<file path="src/rtl/hil_pkg.sv">
// hil_pkg: shared definitions for the HIL vector engine and the RPi-side encoder.
//   CMD_CLEAR / CMD_REPORT : command byte codes (bit 7 set marks a command)
//   state_e                : engine FSM states
//   VEC_* / RES_*          : bit positions inside vector and result bytes
//   mk_result              : packs a result byte from its fields
package hil_pkg;

    localparam logic [7:0] CMD_CLEAR  = 8'h80;
    localparam logic [7:0] CMD_REPORT = 8'h81;

    localparam int VEC_CMD_BIT = 7;
    localparam int VEC_EXP_BIT = 6;
    localparam int VEC_S_LSB   = 4;
    localparam int VEC_I_LSB   = 0;

    localparam int RES_MISMATCH_BIT = 7;
    localparam int RES_Y_BIT        = 6;
    localparam int RES_S_LSB        = 4;
    localparam int RES_I_LSB        = 0;

    typedef enum logic [1:0] {
        ST_IDLE,
        ST_APPLY,
        ST_SEND,
        ST_REPORT
    } state_e;

    function automatic logic [7:0] mk_result(input logic mm, input logic y,
                                             input logic [1:0] s, input logic [3:0] i);
        logic [7:0] r;
        r = '0;
        r[RES_MISMATCH_BIT] = mm;
        r[RES_Y_BIT]        = y;
        r[RES_S_LSB +: 2]   = s;
        r[RES_I_LSB +: 4]   = i;
        return r;
    endfunction

endpackage

</file>
<file path="src/rtl/sync2.sv">
// sync2: two-flop synchronizer for asynchronous inputs, flops clear to 0.
//   clk   : destination clock
//   rst_n : synchronous active-low reset
//   d_i   : asynchronous input
//   q_o   : synchronized output, two cycles behind d_i
module sync2 #(
    parameter int W = 1
) (
    input  logic         clk,
    input  logic         rst_n,
    input  logic [W-1:0] d_i,
    output logic [W-1:0] q_o
);

    logic [W-1:0] meta_q;
    logic [W-1:0] sync_q;

    always_ff @(posedge clk) begin
        if (!rst_n) begin
            meta_q <= '0;
            sync_q <= '0;
        end else begin
            meta_q <= d_i;
            sync_q <= meta_q;
        end
    end

    assign q_o = sync_q;

endmodule

</file>
<file path="src/rtl/hil_vector_engine.sv">
// hil_vector_engine: applies test vectors to a 4:1 mux DUT and returns pass/fail results.
//   clk, rst_n           : system clock, synchronous active-low reset
//   in_data/valid/ready  : vector and command bytes from the RPi receiver
//   out_data/valid/ready : result and report bytes to the RPi transmitter
//   dut_i, dut_s         : DUT data and select drive, held between vectors
//   dut_y                : asynchronous DUT output
//   pass_cnt, fail_cnt   : saturating match/mismatch counters
//   busy                 : engine is not idle
module hil_vector_engine
    import hil_pkg::*;
#(
    parameter int SETTLE_CYCLES = 4,
    parameter int CNT_W         = 16
) (
    input  logic             clk,
    input  logic             rst_n,
    input  logic [7:0]       in_data,
    input  logic             in_valid,
    output logic             in_ready,
    output logic [7:0]       out_data,
    output logic             out_valid,
    input  logic             out_ready,
    output logic [3:0]       dut_i,
    output logic [1:0]       dut_s,
    input  logic             dut_y,
    output logic [CNT_W-1:0] pass_cnt,
    output logic [CNT_W-1:0] fail_cnt,
    output logic             busy
);

    if (SETTLE_CYCLES < 3) begin : g_bad_settle
        $error("SETTLE_CYCLES must be at least 3 to cover the synchronizer delay");
    end
    if (CNT_W < 1 || CNT_W > 16) begin : g_bad_cnt_w
        $error("CNT_W must be between 1 and 16");
    end

    localparam int SC_W = $clog2(SETTLE_CYCLES);

    state_e           state_q;
    logic [SC_W-1:0]  settle_q;
    logic             exp_q;
    logic [3:0]       dut_i_q;
    logic [1:0]       dut_s_q;
    logic [7:0]       out_data_q;
    logic             out_valid_q;
    logic [CNT_W-1:0] pass_q;
    logic [CNT_W-1:0] fail_q;
    logic [23:0]      snap_q;
    logic [1:0]       idx_q;
    logic [CNT_W-1:0] pass_d;
    logic [CNT_W-1:0] fail_d;
    logic [7:0]       res_d;
    logic [31:0]      rpt_d;
    logic             y_sync;
    logic             mismatch;

    sync2 #(.W(1)) u_sync_y (
        .clk   (clk),
        .rst_n (rst_n),
        .d_i   (dut_y),
        .q_o   (y_sync)
    );

    always_comb begin
        pass_d   = &pass_q ? pass_q : pass_q + 1'b1;
        fail_d   = &fail_q ? fail_q : fail_q + 1'b1;
        mismatch = y_sync ^ exp_q;
        res_d    = mk_result(mismatch, y_sync, dut_s_q, dut_i_q);
        rpt_d    = {16'(pass_q), 16'(fail_q)};
    end

    // Report bytes after the first are shifted out of snap_q, so the snapshot
    // taken at acceptance is immune to later counter activity.
    always_ff @(posedge clk) begin
        if (!rst_n) begin
            state_q     <= ST_IDLE;
            settle_q    <= '0;
            exp_q       <= 1'b0;
            dut_i_q     <= '0;
            dut_s_q     <= '0;
            out_data_q  <= '0;
            out_valid_q <= 1'b0;
            pass_q      <= '0;
            fail_q      <= '0;
            snap_q      <= '0;
            idx_q       <= '0;
        end else begin
            case (state_q)
                ST_IDLE: begin
                    if (in_valid) begin
                        if (!in_data[VEC_CMD_BIT]) begin
                            dut_i_q  <= in_data[VEC_I_LSB +: 4];
                            dut_s_q  <= in_data[VEC_S_LSB +: 2];
                            exp_q    <= in_data[VEC_EXP_BIT];
                            settle_q <= '0;
                            state_q  <= ST_APPLY;
                        end else if (in_data == CMD_CLEAR) begin
                            pass_q <= '0;
                            fail_q <= '0;
                        end else if (in_data == CMD_REPORT) begin
                            out_data_q  <= rpt_d[31:24];
                            snap_q      <= rpt_d[23:0];
                            idx_q       <= '0;
                            out_valid_q <= 1'b1;
                            state_q     <= ST_REPORT;
                        end
                    end
                end
                ST_APPLY: begin
                    if (settle_q == SC_W'(SETTLE_CYCLES - 1)) begin
                        out_data_q  <= res_d;
                        out_valid_q <= 1'b1;
                        if (mismatch) fail_q <= fail_d;
                        else          pass_q <= pass_d;
                        state_q     <= ST_SEND;
                    end else begin
                        settle_q <= settle_q + 1'b1;
                    end
                end
                ST_SEND: begin
                    if (out_ready) begin
                        out_valid_q <= 1'b0;
                        state_q     <= ST_IDLE;
                    end
                end
                ST_REPORT: begin
                    if (out_ready) begin
                        if (idx_q == 2'd3) begin
                            out_valid_q <= 1'b0;
                            state_q     <= ST_IDLE;
                        end else begin
                            out_data_q <= snap_q[23:16];
                            snap_q     <= {snap_q[15:0], 8'h00};
                            idx_q      <= idx_q + 1'b1;
                        end
                    end
                end
                default: state_q <= ST_IDLE;
            endcase
        end
    end

    assign in_ready  = rst_n && (state_q == ST_IDLE);
    assign busy      = state_q != ST_IDLE;
    assign out_data  = out_data_q;
    assign out_valid = out_valid_q;
    assign dut_i     = dut_i_q;
    assign dut_s     = dut_s_q;
    assign pass_cnt  = pass_q;
    assign fail_cnt  = fail_q;

endmodule
</file>
<file path="config.mk">
export PLATFORM = sky130hd
export DESIGN_NAME = hil_vector_engine
export DESIGN_NICKNAME = d
export VERILOG_FILES = /design/src/rtl/hil_pkg.sv /design/src/rtl/sync2.sv /design/src/rtl/hil_vector_engine.sv
export SDC_FILE = /design/constraint.sdc
export NUM_CORES = 1
export LEC_CHECK = 0
export BUFFER_PORTS_ARGS = -buffer_cell sky130_fd_sc_hd__buf_4
export CORE_UTILIZATION = 30
export DETAILED_ROUTE_END_ITERATION = 8
export PLACE_DENSITY = 0.5
export SYNTH_ARGS = -nofsm -noshare
export SYNTH_HDL_FRONTEND = slang
export SYNTH_SLANG_ARGS = --single-unit
</file>
<file path="constraint.sdc">
create_clock -name clk -period 2.2 [get_ports clk]
set_input_delay 0.22 -clock clk [delete_from_list [all_inputs] [get_ports clk]]
set_output_delay 0.22 -clock clk [all_outputs]
set_load 0.05 [all_outputs]
</file>
==> results of run 1 <==
## flip-flops by register name, indices dropped and copies added (netlist names)
name,flops
settle_q,2
idx_q,2
state_q,2
u_sync_y.q_o,1
dut_s,2
u_sync_y.meta_q,1
exp_q,1
dut_i,4
fail_cnt,16
snap_q,24
out_data,8
pass_cnt,16
out_valid,1
## placed cells by master, fill, tap and decap left out, types with 3 or more instances in the layout
| master | n |
|---|---|
| a211oi_1 | 4 |
| a21oi_1 | 19 |
| a21oi_2 | 6 |
| a311oi_1 | 18 |
| a31oi_1 | 7 |
| a41oi_1 | 3 |
| and2_1 | 6 |
| and3_1 | 3 |
| and4_1 | 7 |
| buf_4 | 109 |
| clkbuf_16 | 9 |
| clkbuf_8 | 3 |
| dfxtp_1 | 77 |
| dfxtp_2 | 3 |
| ha_1 | 4 |
| inv_1 | 8 |
| mux2i_1 | 13 |
| nand2_1 | 92 |
| nand3_1 | 35 |
| nand3b_1 | 3 |
| nand4_1 | 18 |
| nor2_1 | 47 |
| nor3_1 | 8 |
| o2111ai_1 | 7 |
| o21ai_0 | 29 |
| o21ai_2 | 3 |
| o221a_2 | 7 |
| o31ai_1 | 4 |
| or2_2 | 3 |
| or3_1 | 5 |
## area by class of cell
type	count	area (um2)	share of cell area, %
inverter	8	30.0	0.555
clock buffer	14	274	5.06
clock inverter	2	12.5	0.231
timing repair buffer	111	858	15.9
tap	180	225	4.16
sequential	80	1610	29.6
multi-input combinational	395	2410	44.5
## critical path, delay by kind of cell, from the launching register on
| family | cells | cell delay [ns] |
|---|---|---|
| adders and majority gates | 1 | 0.23 |
| and+or+nand+nor | 3 | 0.82 |
| buffers and inverters | 1 | 0.23 |
| DFF | 1 | 0.33 |
| AOI/OAI and AO/OA | 2 | 0.44 |
## path summary, 6_finish.rpt
check | to | slack, ns | depth (start not counted)
max | fail_cnt[1]$_SDFFE_PN0P_ | 0.09 | 7
min | u_sync_y.meta_q$_SDFF_PN0_ | 0.08 | 2
max reg2reg | fail_cnt[1]$_SDFFE_PN0P_ | 0.09 | 7
min reg2reg | u_sync_y.q_o$_SDFF_PN0_ | 0.44 | 1
## through the flow
step                setup TNS, ns  setup slack, ns
floorplan                       0          0.00976
global placement                0            0.133
detailed placement              0           0.0913
CTS                             0           0.0878
global route              -0.0367          -0.0146
finish                          0           0.0858
## cell usage after synthesis, types with 2 or more instances
cell,number,area (um2)
or3_1,5,31.3
clkbuf_8,4,55.1
nor2_1,47,176
and4_2,2,20.0
o2111ai_1,7,61.3
buf_1,2,7.51
dfxtp_1,80,1600
clkbuf_1,19,71.3
o21ai_0,29,145
o21ai_2,3,26.3
nor3_1,8,40.0
a21oi_1,19,95.1
inv_1,8,30.0
nor3b_1,2,15.0
o211ai_1,2,15.0
and2_1,6,37.5
o221a_4,2,40.0
buf_6,5,56.3
a311oi_1,18,158
o31ai_1,4,30.0
mux2i_1,13,130
and4_1,7,61.3
nor4_1,2,12.5
a41oi_1,3,26.3
nand3_1,35,175
or2_2,3,18.8
nand4_1,18,113
buf_2,5,25.0
o221a_2,7,78.8
a21oi_2,7,61.3
or4_1,2,15.0
a31oi_1,7,43.8
and3_1,3,18.8
buf_4,5,37.5
o22ai_1,2,12.5
a211oi_1,4,30.0
a211o_1,2,17.5
nand2_1,92,345
ha_1,4,50.1
nand3b_1,3,22.5
## per-layer routing
metal	wire [um]	up-vias	GRT usage (%)	part of all wire, %
met1	6180	2038	23.5	47
met3	660	11	4.40	5.0
met5	0	-	0	0
li1	-	2093	-	-
met2	6160	112	30.9	47
met4	159	0	5.48	1.2
## power by group
part           switching [mW]  internal [mW]
logic                   0.769          0.370
clock network           0.601          0.856
registers              0.0489           1.51
## what timing repair did
| action | 4_1_cts | 5_1_grt |
|---|---|---|
| hold buffers | 0 | 0 |
| buffers inserted | 0 | 3 |
| endpoints found under the setup margin | 0 | 3 |
## kinds of logic (layout without fill, tap and decap cells)
logic type               Yosys count  after routing  share of synthesized area [%]
flip-flops                        80             80                           37.3
XOR/XNOR                           2              2                          0.408
buffers and inverters             49            135                           6.71
AO/OA/AOI/OAI                    129            129                           22.8
multiplexers                      13             13                           3.03
adder cells (fa/ha/maj)            4              4                           1.17
AND/OR/NAND/NOR                  247            247                           28.6
==> key figures, run 1 <==
Status
  • Status: completed

Synthesis
  • Unique masters post-synth: 68
  • Post-synth top flop: dfxtp_1
  • EDFF count, synth: 0
  • Post-synthesis cell area: about 4300 um2
  • Sequential fraction of the synthesis area: a little under two fifths
  • FF+latch count, synth: 80
  • Yosys Warn Count: 0
  • Asr flop ratio synth: 0%
  • Post-Synthesis Cells: 524
  • Syn_area_per_cell: ~8.2 um2
  • Synth Net Count: 541

Power and ir drop
  • P per Cell Area: 767 nW/um2
  • Pwr Total: between 4 and 5 mW
  • Worst vdd ir: 393 uV
  • Pleak: roughly 1.9 nW

Worst setup path
  • Crit path max fanout: 8
  • Nature of the critical path startpoint: flip-flop
  • Critical path's slowest cell: or4_4
  • CP Capture Type: flip-flop
  • Worst setup startpoint: fail_cnt[0]$_SDFFE_PN0P_
  • Reg2reg start: fail_cnt[0]$_SDFFE_PN0P_
  • CP Data Required Time: ~2.5 ns
  • Crit path kind: reg2reg
  • CP max stage delay: approximately 0.56 ns
  • Worst path arrival time: 2.40 ns
  • Critical path, cell by cell: ha_1, nand4_2, or4_4, o211ai_4, buf_4, nand2_1, a21oi_2

Floorplan
  • Height of the chip: 122 um
  • Initial Utilization: 30.8%
  • Row cnt: 43
  • Die area: 14800 um2
  • Core area: 13900 um2
  • Die W: 122 um
  • # IOs: 62

Clock tree
  • Clock Tree Root: clkbuf_16
  • Post_cts resized: 0
  • Clock sink count: 80
  • CTS tree: built
  • H-tree levels: 3
  • CTS max path bufs: 2
  • TritonCTS buffer count: 9
  • Skew-Pair Late Insertion Delay: between 0.3 and 0.4 ns
  • Reg clk slew, reported paths: roughly 0.060 ns

GRT
  • Vias in the first global route: 3921
  • Largest net degree at the start of global routing: 46
  • Total GRT Usage: 18.5%
  • First-pass GRT wire length: between 20 and 25 mm
  • Grt total ovfl: 0
  • Initial antenna violation count: 0

Routing
  • Final WL: 13.2 mm
  • WL per Instance: 16.7 um
  • DR vias: between 4000 and 5000
  • Post-route antenna net violation count: 0
  • DRC errors left: 0
  • Vias per cell: 5.38
  • First DRT Iteration DRCs: between 300 and 400
  • DR pass1 iterations: 5

STA
  • Final period util: a little over nine tenths
  • Max Freq: 473 MHz
  • Slew margin rel.: ~63%
  • Fin. max-slew vios: 0
  • Minimum clock period: ~2.1 ns
  • Clock Skews: 0.00592 ns
  • Worst Tran Pin Value: 0.545 ns
  • Final Hold Violating Endpoints: 0
  • Min Hold Slack: 0.0758 ns
  • Final setup fails: 0

Layout
  • # nets final: 622
  • Area Overhead vs Synth: 26.2%
  • Post-layout instance area: 5420 um2
  • Filler instances: 1427
  • Utilization after layout: 38.9%
  • Diode count: 0
  • Post-Layout Cell Count: 790
  • Fraction of layout cells with a size suffix above 1: 27.2%

Hold path
  • Hold Path Class: in2reg
  • Hold Crit Start: dut_y

Placement
  • Placed Cells incl. Taps: 771
  • Hpwl dp: 9.44 mm
  • GPL Wtd Cong: 0.822
  • Cell area after placement: roughly 5100 um2
  • Port bufs: between 60 and 70

Job
  • Max-Cap Viols: 0
No activity file was read; power rests on OpenSTA's default activity.
==> run 2: changes to the inputs <==
RECOVER_POWER = 50   (was unset)
==> run 2 against run 1 <==
  * Non-clock buffer count unchanged
  * Largest cell class unchanged
  * Critical endpoint unchanged
  * Design area decreased by 3.9%
  * Highest routed layer unchanged
  * Sequential power about the same
==> key figures, run 2 (synthesis results as in run 1) <==
Floorplan
  • Die area: 14800 um2
  • Core area: 13900 um2
  • # IOs: 62
  • Height of the chip: 122 um
  • Die W: 122 um
  • Initial Utilization: 30.8%
  • Row cnt: between 40 and 50

Power and ir drop
  • Clock share of power: between 30% and 40%
  • P per Cell Area: ~800 nW/um2
  • Net Switching: 1.41 mW
  • Switching share of power: 34.5%
  • Flop pwr share: a little under two fifths
  • Internal: around 2.7 mW
  • Pwr Total: 4.10 mW
  • Gate power share: approximately a quarter
  • Worst vdd ir: 394 uV
  • Pleak: 1.73 nW

Placement
  • GPL Wtd Cong: around 0.82
  • Cell area after placement: 5110 um2
  • Hpwl dp: around 9.4 mm
  • Port bufs: between 60 and 70

Layout
  • Commonest non-fill, non-tap cell in the layout: nand2_1
  • Diode count: 0
  • Area Overhead vs Synth: 21.2%
  • # nets final: 622
  • Biggest register: snap_q
  • Max FFs per register: 24
  • Commonest non-fill, non-tap cells in the layout: nand2_1, dfxtp_1, buf_4
  • Utilization after layout: 37.3%
  • Post-layout instance area: 5200 um2
  • Fraction of layout cells with a size suffix above 1: 19.0%
  • Filler instances: between 1000 and 1500

GRT
  • Met3 Resource Use GR: 4.40%
  • Largest net degree at the start of global routing: between 40 and 50
  • Initial antenna violation count: 0
  • First-pass GRT wire length: 21.0 mm
  • M1 GR Usage: 23.5%
  • GRT busiest layer: met2
  • Vias in the first global route: 3921
  • Total GRT Usage: 18.5%
  • Met2 Resource Use GR: 30.9%
  • Grt total ovfl: 0

Worst setup path
  • Crit path to: fail_cnt[1]$_SDFFE_PN0P_
  • Worst path arrival time: around 2.4 ns
  • CP Capture Type: flip-flop
  • Crit path max fanout: 8
  • Reg2reg setup slack: 0.08 ns
  • Worst r2r path cells: 7
  • CP Data Required Time: 2.48 ns
  • Reg2reg start: fail_cnt[0]$_SDFFE_PN0P_
  • Worst setup startpoint: fail_cnt[0]$_SDFFE_PN0P_
  • Nature of the critical path startpoint: flip-flop
  • Crit path kind: reg2reg
  • Reg2reg end: fail_cnt[1]$_SDFFE_PN0P_

Routing
  • DR vias: 4240
  • First DRT Iteration DRCs: 373
  • Final WL: approximately 13 mm
  • WL per Instance: 16.7 um
  • Vias per cell: 5.37
  • DRC errors left: 0
  • Post-route antenna net violation count: 0
  • DR pass1 iterations: 5

Clock tree
  • CTS tree: built
  • H-tree levels: 3
  • Clock sink count: 80
  • Skew-Pair Late Insertion Delay: 0.35 ns
  • CTS max path bufs: 2
  • Clock Tree Root: clkbuf_16
  • TritonCTS buffer count: 9
  • Cts hold-fix bufs: 0
  • Reg clk slew, reported paths: 0.06 ns

STA
  • Minimum clock period: around 2.1 ns
  • Final setup fails: 0
  • Max Freq: 471 MHz
  • Final period util: 96.4%
  • Min Hold Slack: 0.0753 ns
  • Final Hold Violating Endpoints: 0
  • Fin. max-slew vios: 0
  • Slew margin rel.: 46.4%
  • Worst Tran Pin Value: 0.804 ns
  • Clock Skews: approximately 0.0062 ns
  • Setup TNS: 0 ns

Job
  • Max-Cap Viols: 0

Status
  • Status: completed

Hold path
  • Hold Path Class: in2reg
## run 2: changes by cell type in the layout (fill, tap and decap cells not counted)
cell / previous run / this run
clkbuf_4: 0 / 1
buf_4: 109 / 59
and4_2: 2 / 1
nor3b_1: 2 / 3
buf_6: 0 / 1
buf_12: 2 / 0
nor3b_2: 1 / 0
clkbuf_2: 0 / 2
and4_1: 7 / 8
clkbuf_1: 2 / 50
## run 2: critical path, stage by stage, from the launching register on
cell and delay, ns:
dfxtp_2 0.33, ha_1 0.23, nand4_2 0.19, or4_4 0.56
o211ai_4 0.35, buf_4 0.23, nand2_1 0.07, a21oi_2 0.10
## run 2: how the worst min path moves through the flow
stage	from	endpoint	slack [ns]	depth (start not counted)
6_report	dut_y	u_sync_y.meta_q$_SDFF_PN0_	0.08	2
5_1_grt	dut_y	u_sync_y.meta_q$_SDFF_PN0_	0.07	2
4_1_cts	dut_y	u_sync_y.meta_q$_SDFF_PN0_	0.07	2
3_5_place_dp	u_sync_y.meta_q$_SDFF_PN0_	u_sync_y.q_o$_SDFF_PN0_	0.42	1
3_3_place_gp	u_sync_y.meta_q$_SDFF_PN0_	u_sync_y.q_o$_SDFF_PN0_	0.41	1
2_1_floorplan	dut_y	u_sync_y.meta_q$_SDFF_PN0_	0.35	1
## run 2: repair_timing
action | 4_1_cts | 5_1_grt
gates resized for setup | 0 | 0
buffers inserted | 0 | 3
setup endpoints to repair | 0 | 3
## run 2: cell type report
type / instances / area, um2 / share of cell area [%]
clock buffer: 14 / 274 / 5.27
sequential: 80 / 1610 / 30.9
timing repair buffer: 111 / 652 / 12.5
inverter: 8 / 30.0 / 0.577
clock inverter: 2 / 12.5 / 0.241
multi-input combinational: 395 / 2400 / 46.2
tap: 180 / 225 / 4.33
## run 2: metrics by stage
step                cells  setup WS [ns]
finish                790         0.0788
global route          790        -0.0146
CTS                   787         0.0878
detailed placement    771         0.0913
global placement      771          0.133
floorplan             524        0.00976
## run 2: metal layers
| layer | part of all wire [%] | routed length [um] |
|---|---|---|
| met4 | 1.4 | 179 |
| met1 | 47 | 6240 |
| met5 | 0 | 0 |
| met2 | 47 | 6160 |
| met3 | 4.7 | 618 |
## run 2: power groups by stage
stage / Clock, mW / Combinational [mW] / Sequential, mW
4_1_cts: 1.49 / 1.12 / 1.56
3_5_place_dp: 0 / 1.12 / 1.59
3_3_place_gp: 0 / 1.11 / 1.59
5_1_grt: 1.55 / 1.19 / 1.56
6_report: 1.46 / 1.09 / 1.55
2_1_floorplan: 0 / 0.789 / 1.63
==> run 3: changes to the inputs <==
CORE_UTILIZATION = 54   (was 30)
PLACE_DENSITY = 0.79   (was 0.5)
==> run 3 against run 2 <==
  * The run now ends with capacitance limit, slew limit left
  * Sequential share of layout area up 1.4 points
  * First-iteration DRC count shrank 15%
  * Non-clock buffer count down 9
  * Clock skew up 0.0055 ns
  * Critical path type unchanged
  * Largest cell class unchanged
  * Largest power group unchanged
==> key figures, run 3 (synthesis results as in run 1) <==
Layout
  • Fraction of layout cells with a size suffix above 1: 17.6%
  • Filler instances: between 700 and 800
  • Commonest non-fill, non-tap cells in the layout: nand2_1, dfxtp_1, clkbuf_1
  • Diode count: 0
  • Post-Layout Cell Count: 703
  • Biggest register: snap_q
  • Register area: ~1600 um2
  • Commonest non-fill, non-tap cell in the layout: nand2_1
  • Multi-input gate area in the final layout: 2400 um2
  • Max FFs per register: 24
  • # nets final: 613
  • Area Overhead vs Synth: 16.1%

GRT
  • GRT busiest layer: met2
  • Total GRT Usage: 29.6%
  • First-pass GRT wire length: 19.7 mm
  • M1 GR Usage: 38.1%
  • Vias in the first global route: 3942
  • Grt total ovfl: 0
  • Met3 Resource Use GR: under 10%
  • Met2 Resource Use GR: 49.6%
  • Largest net degree at the start of global routing: between 50 and 60
  • Initial antenna violation count: 0

Floorplan
  • Initial Utilization: 55.8%
  • Die W: about 90 um
  • Core area: 7690 um2
  • Row cnt: 32
  • Die area: 8310 um2
  • Height of the chip: 91.2 um
  • # IOs: 62

Worst setup path
  • WP buf/inv: 1
  • Nature of the critical path startpoint: flip-flop
  • Worst path arrival time: 2.38 ns
  • Reg2reg end: fail_cnt[15]$_SDFFE_PN0P_
  • Crit path kind: reg2reg
  • Worst r2r path cells: 7
  • Reg2reg start: fail_cnt[0]$_SDFFE_PN0P_
  • Critical path, cell by cell: ha_1, nand4_2, or4_4, o211ai_4, buf_4, o21ai_0, a21oi_1
  • Reg2reg setup slack: between 0.1 and 0.15 ns
  • Top Family by Delay on Critical Path: simple AND/OR/NAND/NOR gates
  • Worst setup startpoint: fail_cnt[0]$_SDFFE_PN0P_
  • CP Capture Type: flip-flop
  • CP Data Required Time: 2.49 ns
  • Critical path's slowest cell: or4_4
  • Crit path max fanout: 7
  • CP max stage delay: 0.56 ns

STA
  • Worst Tran Pin Value: 1.56 ns
  • Final Hold Violating Endpoints: 0
  • Minimum clock period: 2.10 ns
  • Slew margin rel.: -3.77%
  • RSZ-0062 raised after global routing: no
  • Clock Skews: 0.0117 ns
  • Final setup fails: 0
  • Fin. max-slew vios: 36
  • Max Freq: 477 MHz
  • Final period util: 95.4%
  • Setup TNS: 0 ns

Hold path
  • Hold path endpoint: u_sync_y.meta_q$_SDFF_PN0_
  • Hold Crit Start: dut_y
  • WHS Path Cells: 2
  • Hold Path Class: in2reg

Status
  • Status: complete, but fails checks
  • Failing checks: capacitance limit, slew limit

Clock tree
  • Reg clk slew, reported paths: around 0.08 ns
  • TritonCTS buffer count: 9
  • Clock sink count: 80
  • Skew-Pair Late Insertion Delay: 0.35 ns
  • Cts hold-fix bufs: 0
  • CTS max path bufs: 2
  • Clock Tree Root: clkbuf_8
  • Post_cts resized: 0
  • H-tree levels: 3
  • CTS tree: built
  • Post-CTS setup buffers: 0

Job
  • Max-Cap Viols: 1

Placement
  • Placed Cells incl. Taps: 687
  • Port bufs: 61
  • GPL Wtd Cong: 0.926
  • Hpwl dp: 8.36 mm

Routing
  • WL per Instance: 17.0 um
  • DR pass1 iterations: 5
  • DRC errors left: 0
  • DR vias: between 4000 and 5000
  • First DRT Iteration DRCs: 316
  • Vias per cell: 6.15
  • Post-route antenna net violation count: 0
  • Final WL: 12.0 mm

Power and ir drop
  • Worst vdd ir: 398 uV
  • P per Cell Area: 767 nW/um2
  • Pleak: 1.65 nW
## run 3: cell count changes in the layout (fill, tap and decap cells not counted), moves of 2 or more
| cell | change |
|---|---|
| bufinv_16 | +2 |
| clkbuf_8 | +6 |
| buf_12 | +2 |
| clkbuf_16 | -9 |
| buf_4 | -9 |
## run 3: worst max path at each step
stage	end	depth (start not counted)
6_report	fail_cnt[15]$_SDFFE_PN0P_	7
5_1_grt	out_data[6]$_SDFFE_PN0P_	7
4_1_cts	fail_cnt[15]$_SDFFE_PN0P_	7
3_5_place_dp	fail_cnt[15]$_SDFFE_PN0P_	7
3_3_place_gp	pass_cnt[10]$_SDFFE_PN0P_	6
2_1_floorplan	pass_cnt[14]$_SDFFE_PN0P_	8
## run 3: power by group
part | switching, mW | leakage (nW) | internal [mW]
Sequential | 0.0467 | 0.647 | 1.50
Combinational | 0.752 | 0.904 | 0.331
Clock | 0.546 | 0.104 | 0.641
## run 3: metal layers
layer / up-vias / routed length [um]
met3: 22 / 717
met5: - / 0
li1: 2076 / -
met2: 183 / 5780
met1: 2039 / 5220
met4: 0 / 240
## run 3: stage by stage
| stage | power (mW) | worst slack, ns | hold slack (ns) | utilization, % | instance area, um2 |
|---|---|---|---|---|---|
| after global placement | 2.65 | 0.209 | 0.425 | 64.6 | 4960 |
| after CTS | 3.84 | 0.118 | 0.0679 | 67.3 | 5180 |
| final | 3.82 | 0.102 | 0.0745 | 64.8 | 4980 |
| after global routing | 3.98 | 0.0238 | 0.0717 | 64.8 | 4980 |
| after detailed placement | 2.68 | 0.145 | 0.427 | 64.6 | 4960 |
| after floorplan | 2.42 | 0.00976 | 0.347 | - | 4300 |
## run 3: area by class of cell
class,instances,share of cell area (%)
clock buffers,11,2.64
clock inverters,5,1.63
inverters,8,0.603
multi-input cells,395,48.2
flip-flops and latches,80,32.2
well taps,102,2.56
repair buffers,102,12.1
